[config.mk]
export PLATFORM = sky130hd
export DESIGN_NAME = packet_generator
export DESIGN_NICKNAME = d
export VERILOG_FILES = /design/src/rtl/packet_generator.sv
export SDC_FILE = /design/constraint.sdc
export NUM_CORES = 1
export LEC_CHECK = 0
export ABC_AREA = 1
export CAP_MARGIN = 30
export CORE_AREA = 5 5 194 196
export CTS_BUF_LIST = sky130_fd_sc_hd__clkbuf_8
export DETAILED_ROUTE_END_ITERATION = 6
export DIE_AREA = 0 0 199 201
export GPL_TIMING_DRIVEN = 0
export PLACE_DENSITY = 0.5
export SYNTH_ARGS = -nofsm -noshare
export SYNTH_HDL_FRONTEND = slang
export SYNTH_SLANG_ARGS = --single-unit
[constraint.sdc]
create_clock -name clk -period 7 [get_ports clk]
set_input_delay 1.4 -clock clk [delete_from_list [all_inputs] [get_ports clk]]
set_output_delay 1.4 -clock clk [all_outputs]
set_load 0.02 [all_outputs]
[src/rtl/packet_generator.sv]
// packet_generator: per-node synthetic traffic source for a network simulator.
// While the simulator is RUNNING, an 8-bit LFSR is compared against INJ_RATE each cycle to
// decide whether to inject a packet. Each injected packet is stamped with current_cycle and
// a round-robin destination, then pushed into a small FIFO. When the simulator reports
// COMPLETED, the FIFO drains and done is raised.
//
// Ports:
//   clk, reset_n     clock, asynchronous active-low reset
//   sim_state        simulator state (00 INVALID, 01 INITIALIZED, 10 RUNNING, 11 COMPLETED)
//   current_cycle    simulator cycle count, used as the packet timestamp
//   pkt_valid/ready  FIFO head handshake
//   pkt_src          this node's id (constant)
//   pkt_dest         destination of the head packet (0 when the queue is empty)
//   pkt_timestamp    generation cycle of the head packet (0 when the queue is empty)
//   num_generated    saturating count of enqueued packets
//   num_dropped      saturating count of packets lost to a full queue
//   done             generation finished and queue drained
module packet_generator #(
    parameter int unsigned CYCLE_WIDTH = 32,
    parameter int unsigned NODE_WIDTH  = 4,
    parameter int unsigned NUM_NODES   = 16,
    parameter int unsigned NODE_ID     = 0,
    parameter logic [8:0]  INJ_RATE    = 9'd16,
    parameter int unsigned QUEUE_DEPTH = 4,
    parameter logic [7:0]  LFSR_SEED   = 8'hA5
) (
    input  logic                   clk,
    input  logic                   reset_n,
    input  logic [1:0]             sim_state,
    input  logic [CYCLE_WIDTH-1:0] current_cycle,
    output logic                   pkt_valid,
    input  logic                   pkt_ready,
    output logic [NODE_WIDTH-1:0]  pkt_src,
    output logic [NODE_WIDTH-1:0]  pkt_dest,
    output logic [CYCLE_WIDTH-1:0] pkt_timestamp,
    output logic [CYCLE_WIDTH-1:0] num_generated,
    output logic [CYCLE_WIDTH-1:0] num_dropped,
    output logic                   done
);

    localparam int unsigned PTR_W = $clog2(QUEUE_DEPTH);

    localparam logic [1:0] IDLE   = 2'd0;
    localparam logic [1:0] ACTIVE = 2'd1;
    localparam logic [1:0] DRAIN  = 2'd2;
    localparam logic [1:0] DONE   = 2'd3;

    localparam logic [1:0] SIM_INVALID   = 2'b00;
    localparam logic [1:0] SIM_RUNNING   = 2'b10;
    localparam logic [1:0] SIM_COMPLETED = 2'b11;

    localparam logic [NODE_WIDTH-1:0] OWN_ID    = NODE_WIDTH'(NODE_ID);
    localparam logic [NODE_WIDTH-1:0] DEST_INIT = NODE_WIDTH'((NODE_ID + 1) % NUM_NODES);
    localparam logic [NODE_WIDTH:0]   NODES_W   = (NODE_WIDTH + 1)'(NUM_NODES);
    localparam logic [NODE_WIDTH:0]   OWN_ID_W  = (NODE_WIDTH + 1)'(NODE_ID);
    localparam logic [NODE_WIDTH:0]   ONE_W     = (NODE_WIDTH + 1)'(1);
    localparam logic [PTR_W:0]        DEPTH_CNT = (PTR_W + 1)'(QUEUE_DEPTH);
    localparam logic [PTR_W:0]        CNT_ONE   = (PTR_W + 1)'(1);
    localparam logic [PTR_W-1:0]      PTR_ONE   = PTR_W'(1);
    localparam logic [CYCLE_WIDTH-1:0] CYC_ONE  = CYCLE_WIDTH'(1);

    // Next destination: increment modulo NUM_NODES, skipping our own id.
    function automatic logic [NODE_WIDTH-1:0] step_dest(input logic [NODE_WIDTH-1:0] d);
        logic [NODE_WIDTH:0] n;
        n = {1'b0, d} + ONE_W;
        if (n >= NODES_W) n = '0;
        if (n == OWN_ID_W) begin
            n = n + ONE_W;
            if (n >= NODES_W) n = '0;
        end
        return n[NODE_WIDTH-1:0];
    endfunction

    logic [1:0]             state_q, state_d;
    logic [7:0]             lfsr_q, lfsr_d;
    logic [NODE_WIDTH-1:0]  dest_q, dest_d;
    logic [PTR_W-1:0]       wr_ptr_q, wr_ptr_d, rd_ptr_q, rd_ptr_d;
    logic [PTR_W:0]         count_q, count_d;
    logic [CYCLE_WIDTH-1:0] num_gen_q, num_gen_d, num_drop_q, num_drop_d;

    logic [NODE_WIDTH-1:0]  dest_mem [QUEUE_DEPTH];
    logic [CYCLE_WIDTH-1:0] ts_mem   [QUEUE_DEPTH];

    logic flush, active, gen, full, deq, enq, drop, lfsr_fb;

    assign flush   = (sim_state == SIM_INVALID);
    assign active  = (state_q == ACTIVE);
    // Decision uses the pre-advance LFSR value; INJ_RATE >= 256 always wins the compare.
    assign gen     = active && ({1'b0, lfsr_q} < INJ_RATE);
    assign full    = (count_q == DEPTH_CNT);
    assign deq     = pkt_valid && pkt_ready;
    // A same-cycle dequeue frees the slot a full queue would otherwise refuse.
    assign enq     = gen && (!full || deq);
    assign drop    = gen && full && !deq;
    assign lfsr_fb = lfsr_q[7] ^ lfsr_q[5] ^ lfsr_q[4] ^ lfsr_q[3];

    always_comb begin
        lfsr_d     = active ? {lfsr_q[6:0], lfsr_fb} : lfsr_q;
        dest_d     = gen ? step_dest(dest_q) : dest_q;
        wr_ptr_d   = enq ? wr_ptr_q + PTR_ONE : wr_ptr_q;
        rd_ptr_d   = deq ? rd_ptr_q + PTR_ONE : rd_ptr_q;
        count_d    = count_q;
        if (enq && !deq) count_d = count_q + CNT_ONE;
        if (!enq && deq) count_d = count_q - CNT_ONE;
        num_gen_d  = (enq && num_gen_q != '1) ? num_gen_q + CYC_ONE : num_gen_q;
        num_drop_d = (drop && num_drop_q != '1) ? num_drop_q + CYC_ONE : num_drop_q;

        state_d = state_q;
        case (state_q)
            IDLE:    if (sim_state == SIM_RUNNING) state_d = ACTIVE;
            // Judge emptiness after this cycle's traffic so a last-cycle packet is not stranded.
            ACTIVE:  if (sim_state == SIM_COMPLETED) state_d = (count_d != '0) ? DRAIN : DONE;
            DRAIN:   if (count_d == '0) state_d = DONE;
            DONE:    state_d = DONE;
            default: state_d = IDLE;
        endcase

        if (flush) begin
            state_d    = IDLE;
            lfsr_d     = LFSR_SEED;
            dest_d     = DEST_INIT;
            wr_ptr_d   = '0;
            rd_ptr_d   = '0;
            count_d    = '0;
            num_gen_d  = '0;
            num_drop_d = '0;
        end
    end

    always_ff @(posedge clk or negedge reset_n) begin
        if (!reset_n) begin
            state_q    <= IDLE;
            lfsr_q     <= LFSR_SEED;
            dest_q     <= DEST_INIT;
            wr_ptr_q   <= '0;
            rd_ptr_q   <= '0;
            count_q    <= '0;
            num_gen_q  <= '0;
            num_drop_q <= '0;
        end else begin
            state_q    <= state_d;
            lfsr_q     <= lfsr_d;
            dest_q     <= dest_d;
            wr_ptr_q   <= wr_ptr_d;
            rd_ptr_q   <= rd_ptr_d;
            count_q    <= count_d;
            num_gen_q  <= num_gen_d;
            num_drop_q <= num_drop_d;
        end
    end

    // Storage needs no reset: entries are only visible through the count-gated head outputs.
    always_ff @(posedge clk) begin
        if (enq) begin
            dest_mem[wr_ptr_q] <= dest_q;
            ts_mem[wr_ptr_q]   <= current_cycle;
        end
    end

    assign pkt_valid     = (count_q != '0);
    assign pkt_src       = OWN_ID;
    assign pkt_dest      = pkt_valid ? dest_mem[rd_ptr_q] : '0;
    assign pkt_timestamp = pkt_valid ? ts_mem[rd_ptr_q] : '0;
    assign num_generated = num_gen_q;
    assign num_dropped   = num_drop_q;
    assign done          = (state_q == DONE);

endmodule

==> results by group, run 1 <==
STA
  – Final hold violations: 0
  – Slew margin rel.: 0.447
  – Fin crit share: 0.662
  – # setup viols final: 0
  – Final min period: about 4.6 ns
  – Fmax: 0.216 GHz
  – Worst Tran Pin Value: approximately 0.83 ns
  – RSZ-0062 raised after global routing: false
  – Setup Skew: ~0.014 ns
  – Setup TNS: 0 ns
  – Final Max Tran Viols: 0

Cells and area
  – Synth-to-Final Area Change: 26.3%
  – Ant diodes: 0
  – Nets: about 1400
  – Layout Utilization: 0.383
  – Fillers: around 3600
  – Layout cells sized above 1: 0.0851

Die
  – DIE AREA: between 0.03 and 0.04 sq mm
  – Die Height: between 200 and 250 microns
  – Row Count: 70
  – Top Ports: roughly 140
  – Die W: 199 microns
  – Initial core utilization: 0.303
  – Core box area: 0.0359 sq mm

Routing
  – DR pass1 iterations: 5
  – Drt via density: 4.79
  – ANT nets after route: 0
  – WL per Instance: between 15 and 20 microns
  – Post-Route WL: 32000 microns
  – Post-route DRC: 0
  – Drt first-iter violations: around 540
  – Routed vias: approximately 8900

Synthesis
  – Area leader, netlist: edfxtp_1
  – Sequential area share after synthesis: 0.593
  – Leading post-synthesis cells by cell area: edfxtp_1 (40%), dfrtp_1 (18%), nor2_1 (7.9%)
  – Asr flop ratio synth: 0.371
  – Synth top area share: 0.397
  – Cell variety after synth: 42
  – Mapped Area: between 0.01 and 0.015 sq mm
  – Syn avg cell area: around 9.4 sq um
  – Synthesis Warnings: 0
  – Dominant synthesized flop cell: edfxtp_1
  – Flops & latches, synth: roughly 230
  – Post-synth EDFFs: between 100 and 150
  – Post-Syn Instances: roughly 1200

Clock tree
  – # hold bufs at CTS: 0
  – # resized after CTS: 0
  – CTS Buffer Depth: 3
  – CTS tree: yes
  – CTS Root Cell: clkbuf_8
  – Clock slew at reported path FFs: ~0.050 ns
  – Total CTS buffers: between 40 and 50
  – Skew-Pair Late Insertion Delay: 0.55 ns
  – Sink Count: approximately 230
  – H-tree depth: 2
  – Post-CTS setup buffers: 0

Placement
  – PortBufs: around 140
  – Post-DP HPWL: 21800 microns
  – GPL Wtd Cong: about 0.84

Worst setup path
  – WP buf/inv: 5
  – Critical path's most frequent cell: clkbuf_1
  – Max incr delay on CP: around 0.66 ns
  – Crit. End Element: primary output
  – WP depth: 8
  – WP data required: about 5.6 ns
  – Critical path's slowest cell: clkdlybuf4s50_1
  – Worst-path fanout max: 10
  – Arrival @ worst endpoint: 3.23 ns
  – R2r worst-path depth: 6
  – Startpoint Class: flip-flop
  – Top delay family on crit path: buffers and inverters
  – Critical path type: flip-flop to primary output
  – Crit-path cells: clkbuf_1 -> inv_1 -> clkbuf_1 -> clkbuf_1 -> nor2_1 -> o21ai_0 -> a21oi_1 -> clkdlybuf4s50_1

Pwr
  – Power Dens Cells: roughly 310 mW/mm^2
  – Internal: ~2.7 mW
  – Part of the power in registers: 0.362
  – Clock power share: 0.268
  – Sw power: 1.61 mW
  – Sw Ratio: 0.375
  – Comb pwr share: 0.369
  – Maximum VDD drop: 0.000191 V
  – P_leak: approximately 5.1 nW

Job
  – Max Cap Viol: 0

Global routing
  – Vias in the first global route: roughly 8900
  – Initial antenna violation count: 0
  – GR Util All Layers: 0.156
  – Largest net degree at the start of global routing: slightly above 60
  – First-pass GRT wire length: a little under 50000 microns
  – Overflow after GRT: 0

Status
  – Outcome: complete, no violations

Worst hold path
  – Hold Path Class: flip-flop to flip-flop
  – Hold-critical path depth: 2
==> registers in the layout (all words and copies together), names as in the netlist <==
| name | count |
|---|---|
| rd_ptr_q | 2 |
| state_q | 2 |
| count_q | 3 |
| num_generated | 32 |
| dest_mem | 16 |
| dest_q | 4 |
| lfsr_q | 8 |
| ts_mem | 128 |
| wr_ptr_q | 2 |
| num_dropped | 32 |
==> path summary, 6_finish.rpt <==
kind | startpoint | slack, ns | end
min in group asynchronous | reset_n | 0.76 | num_dropped[25]$_DFFE_PN0P_
hold / removal | lfsr_q[2]$_DFFE_PN1P_ | 0.50 | lfsr_q[2]$_DFFE_PN1P_
setup / recovery | rd_ptr_q[1]$_DFFE_PN0P_ | 2.37 | pkt_timestamp[28]
max in group asynchronous | reset_n | 5.55 | dest_q[0]$_DFFE_PN1P_
hold reg to reg | lfsr_q[2]$_DFFE_PN1P_ | 0.50 | lfsr_q[2]$_DFFE_PN1P_
setup reg to reg | rd_ptr_q[1]$_DFFE_PN0P_ | 4.86 | rd_ptr_q[1]$_DFFE_PN0P_
==> routing by layer <==
| layer | vias up | part of all wire | global-route usage |
|---|---|---|---|
| met2 | 262 | 0.47 | 0.258 |
| li1 | 4336 | - | - |
| met1 | 4231 | 0.44 | 0.210 |
| met5 | - | 0 | 0 |
| met3 | 43 | 0.067 | 0.0319 |
| met4 | 0 | 0.018 | 0.0386 |
==> power by group through the flow <==
stage	registers (mW)	logic, mW	clock network, mW
2_1_floorplan	1.58	0.899	0
3_3_place_gp	1.59	1.60	0
3_5_place_dp	1.59	1.62	0
4_1_cts	1.56	1.63	1.20
5_1_grt	1.57	1.75	1.25
6_report	1.56	1.59	1.15
==> cells by family after synthesis <==
logic type,synth area share
other,0.000344
AND/OR/NAND/NOR,0.225
adder cells (fa/ha/maj),0.0138
XOR/XNOR,0.0129
flip-flops,0.593
AO/OA/AOI/OAI,0.0982
buffers and inverters,0.0565
==> through the flow <==
| step | hold WS (ns) | instances | power (mW) | area [sq um] | worst slack, ns |
|---|---|---|---|---|---|
| 2_1_floorplan | 0.461 | 1167 | 2.48 | 10900 | 3.37 |
| 3_3_place_gp | 0.483 | 1773 | 3.19 | 12900 | 1.06 |
| 3_5_place_dp | 0.489 | 1778 | 3.21 | 13000 | 2.85 |
| 4_1_cts | 0.496 | 1854 | 4.39 | 13800 | 2.24 |
| 5_1_grt | 0.521 | 1854 | 4.57 | 13800 | 2.12 |
| 6_report | 0.496 | 1854 | 4.31 | 13800 | 2.37 |
==> cells in the mapped netlist, types with 6 or more instances <==
cell type / instances
nor2_1: 230
nand2_1: 168
edfxtp_1: 144
o21ai_0: 111
inv_1: 96
dfrtp_1: 80
a21oi_1: 66
nand3_1: 62
nand4_1: 36
clkbuf_1: 28
nor3_1: 23
ha_1: 12
xor2_1: 12
o21ai_2: 7
o22ai_1: 7
inv_2: 6
nor2_2: 6
nor3_2: 6
==> final cells by class <==
type                       count  area, sq um  share of cell area
clock buffer                  44          606              0.0440
inverter                     106          403              0.0293
multi-input combinational    787         3860               0.280
sequential                   229         6460               0.469
clock inverter                32          149              0.0108
tap                          468          586              0.0426
timing repair buffer         143         1490               0.108
buffer                        45          213              0.0155
==> layout by cell type (no fill, tap or decap), types with 7 or more instances in the layout <==
cell             instances
a21oi_1                 66
clkbuf_1                28
clkbuf_8                44
clkdlybuf4s50_1        137
clkinv_1                 8
dfrtp_1                 80
edfxtp_1               144
ha_1                    12
inv_1                  115
nand2_1                168
nand3_1                 62
nand4_1                 36
nor2_1                 226
nor3_1                  23
o21ai_0                111
o21ai_2                  7
o22ai_1                  7
xor2_1                  12
==> worst min-delay path, cell delays in order, from the launching register on <==
cell	delay, ns
dfstp_2	0.36
inv_1	0.06
a22oi_1	0.07
Note: power is estimated with default switching activity, not from simulation.
==> inputs of run 2 (changes only) <==
- PLACE_DENSITY: 0.5 -> 0.52
- clock period: 7 -> 4.2 ns (I/O delays scaled with it)
==> run 2 against run 1 <==
Cell area is essentially flat. Wire length shrank 1.6%. Sequential power grew 68%. First-iteration DRC count grew 6.1%. Hold slack lost 0.30 ns. Count of clock-buffer cells in the layout shrank 1. Register-to-register slack lost 2.8 ns. Flip-flop and latch count is the same. Combinational power grew 65%. Sequential share of layout area is essentially flat. Non-clock buffer count shrank 1. Critical endpoint is now pkt_timestamp[30]. Largest cell class unchanged.
==> results by group, run 2 (synthesis results as in run 1) <==
Routing
  – Drt first-iter violations: 572 (was 539)
  – Post-route DRC: 0 (unchanged)
  – WL per Instance: 17.0 microns (was 17.3 microns)
  – Post-Route WL: 31500 microns (was 32000 microns)
  – ANT nets after route: 0 (unchanged)
  – DR pass1 iterations: 5 (unchanged)
  – Routed vias: 8762 (was 8872)
  – Drt via density: 4.72 (was 4.79)

Clock tree
  – Post-CTS setup buffers: 0 (unchanged)
  – Sink Count: 229 (unchanged)
  – # hold bufs at CTS: 0 (unchanged)
  – CTS tree: yes (unchanged)
  – Clock slew at reported path FFs: 0.06 ns (was 0.05 ns)
  – Skew-Pair Late Insertion Delay: 0.56 ns (was 0.55 ns)
  – CTS Root Cell: clkbuf_8 (unchanged)
  – H-tree depth: 2 (unchanged)
  – Total CTS buffers: 42 (was 43)
  – CTS Buffer Depth: 3 (unchanged)

Worst hold path
  – Hold Path Class: input pin to asynchronous set/reset pin (was flip-flop to flip-flop)

Placement
  – Post-DP HPWL: 21600 microns (was 21800 microns)
  – Dpl cells: 1778 (unchanged)
  – Cell area after placement: 0.0130 sq mm (unchanged)
  – GPL Wtd Cong: 0.872 (was 0.840)
  – PortBufs: 138 (unchanged)

Worst setup path
  – Reg-to-reg slack, setup: 2.08 ns (was 4.86 ns)
  – WP data required: 3.36 ns (was 5.60 ns)
  – Crit. End Element: primary output (unchanged)
  – R2r startpoint: num_dropped[0]$_DFFE_PN0P_ (was rd_ptr_q[1]$_DFFE_PN0P_)
  – Critical path's most frequent cell: clkbuf_1 (unchanged)
  – Arrival @ worst endpoint: 3.14 ns (was 3.23 ns)
  – WP buf/inv: 4 (was 5)
  – Startpoint Class: flip-flop (unchanged)
  – R2r worst-path depth: 10 (was 6)
  – Capture point of the worst reg-to-reg path: num_dropped[6]$_DFFE_PN0P_ (was rd_ptr_q[1]$_DFFE_PN0P_)
  – Max incr delay on CP: 0.63 ns (was 0.66 ns)
  – Crit-path cells: inv_1 -> clkbuf_1 -> clkbuf_1 -> nor2_1 -> o21ai_0 -> a21oi_1 -> clkdlybuf4s50_1 (was clkbuf_1 -> inv_1 -> clkbuf_1 -> clkbuf_1 -> nor2_1 -> o21ai_0 -> a21oi_1 -> clkdlybuf4s50_1)
  – Top delay family on crit path: buffers and inverters (unchanged)
  – Critical path type: flip-flop to primary output (unchanged)
  – Worst-path fanout max: 10 (unchanged)
  – Critical path's slowest cell: clkdlybuf4s50_1 (unchanged)

Die
  – Core box area: 0.0359 sq mm (unchanged)
  – Top Ports: 143 (unchanged)
  – Initial core utilization: 0.303 (unchanged)
  – Die Height: 201 microns (unchanged)
  – Die W: 199 microns (unchanged)
  – DIE AREA: 0.0400 sq mm (unchanged)
  – Row Count: 70 (unchanged)

STA
  – Slew margin rel.: 0.474 (was 0.447)
  – Final hold violations: 0 (unchanged)
  – # setup viols final: 0 (unchanged)
  – Fin crit share: 0.948
  – Fmax: approximately 0.25 GHz
  – Worst Tran Pin Value: 0.789 ns (was 0.830 ns)
  – RSZ-0062 raised after global routing: false (unchanged)
  – Final Max Tran Viols: 0 (unchanged)
  – Setup TNS: 0 ns (unchanged)
  – Setup Skew: 0.0291 ns (was 0.0142 ns)
  – Final min period: between 3 and 4 ns

Global routing
  – Overflow after GRT: 0 (unchanged)
  – Initial antenna violation count: 0 (unchanged)
  – Vias in the first global route: 8883 (was 8912)
  – First-pass GRT wire length: 49400 microns (was 49600 microns)
  – GR Util All Layers: 0.155 (was 0.156)
  – Largest net degree at the start of global routing: 64 (was 62)

Job
  – Max Cap Viol: 0 (unchanged)

Pwr
  – P_leak: 5.15 nW (was 5.14 nW)
  – Maximum VDD drop: 0.000358 V (was 0.000191 V)
  – Power Dens Cells: 520 mW/mm^2 (was 313 mW/mm^2)

Cells and area
  – Fillers: 3632 (was 3604)
  – Commonest non-fill, non-tap cell in the layout: nor2_1 (unchanged)
  – Fin area: 0.0138 sq mm (about the same)
  – Synth-to-Final Area Change: 26.3% (about the same)
  – Most frequent cells in the layout: nor2_1 (226), nand2_1 (168), edfxtp_1 (144), clkdlybuf4s50_1 (137), inv_1 (114) (was nor2_1 (226), nand2_1 (168), edfxtp_1 (144), clkdlybuf4s50_1 (137), inv_1 (115))
  – Layout cells sized above 1: 0.0872 (was 0.0851)
  – Layout Cells excl Fill: 1855 (was 1854)
  – Biggest register: ts_mem (unchanged)
  – Reg area: 0.00646 sq mm (unchanged)
  – Max reg flops: 128 (unchanged)
  – Multi-input gate area: 0.00386 sq mm (unchanged)
  – Nets: 1402 (was 1404)
  – Ant diodes: 0 (unchanged)

Status
  – Outcome: complete, no violations (unchanged)
-- run 2: cell count changes in the layout (fill, tap and decap cells not counted), sizes merged --
cell      previous run  this run
clkinv              12        16
clkinvlp             2         0
clkbuf              72        70
inv                124       125
-- run 2: worst max-delay path by stage --
| stage | startpoint | to | slack (ns) | cells past startpoint |
|---|---|---|---|---|
| 2_1_floorplan | pkt_ready | dest_mem[0][0]$_DFFE_PP_ | 1.13 | 4 |
| 3_3_place_gp | reset_n | num_generated[3]$_DFFE_PN0P_ | -1.17 | 1 |
| 3_5_place_dp | rd_ptr_q[1]$_DFFE_PN0P_ | pkt_timestamp[28] | 0.58 | 8 |
| 4_1_cts | rd_ptr_q[1]$_DFFE_PN0P_ | pkt_timestamp[28] | 0.12 | 7 |
| 5_1_grt | rd_ptr_q[1]$_DFFE_PN0P_ | pkt_timestamp[21] | 0.006 | 7 |
| 6_report | rd_ptr_q[1]$_DFFE_PN0P_ | pkt_timestamp[30] | 0.22 | 7 |
-- run 2: metrics by stage --
step	utilization	hold slack, ns	setup slack (ns)	power (mW)
after global routing	0.383	0.189	0.00634	7.62
after global placement	0.358	0.484	-1.17	5.30
after floorplan	-	0.461	1.13	4.13
final	0.383	0.196	0.218	7.15
after CTS	0.383	0.176	0.119	7.28
after detailed placement	0.362	0.486	0.577	5.33
-- run 2: worst reg2reg max path: stages (launching register included) --
cell	delay, ns
dfrtp_1	0.40
ha_1	0.20
nand2_2	0.12
nor2_2	0.22
nand2_1	0.14
nor2_2	0.13
nand2_1	0.08
nand2_2	0.11
buf_2	0.25
o21ai_0	0.18
a22oi_1	0.22
-- run 2: repair_timing --
| item | 4_1_cts | 5_1_grt |
|---|---|---|
| pin swaps | 0 | 0 |
| gates resized for setup | 0 | 4 |
| hold endpoints to repair | 0 | 0 |
| gates cloned | 0 | 0 |
| endpoints found under the setup margin | 1 | 2 |
-- run 2: where the power goes --
part | total [mW] | internal, mW | leakage [nW] | switching (mW)
Sequential | 2.62 | 2.53 | 2.44 | 0.0877
Combinational | 2.62 | 0.982 | 2.25 | 1.64
Clock | 1.91 | 0.965 | 0.458 | 0.942
-- run 2: layout make-up --
| type | count | area share |
|---|---|---|
| multi-input cells | 787 | 0.281 |
| plain buffers | 44 | 0.0154 |
| repair buffers | 143 | 0.108 |
| clock buffers | 43 | 0.0430 |
| clock inverters | 35 | 0.0116 |
| inverters | 106 | 0.0293 |
| well taps | 468 | 0.0426 |
| flip-flops and latches | 229 | 0.470 |
-- run 2: per-layer routing --
metal	global-route usage	share of wire
met4	0.0371	0.017
met1	0.208	0.45
met2	0.259	0.48
met3	0.0307	0.058
met5	0	0
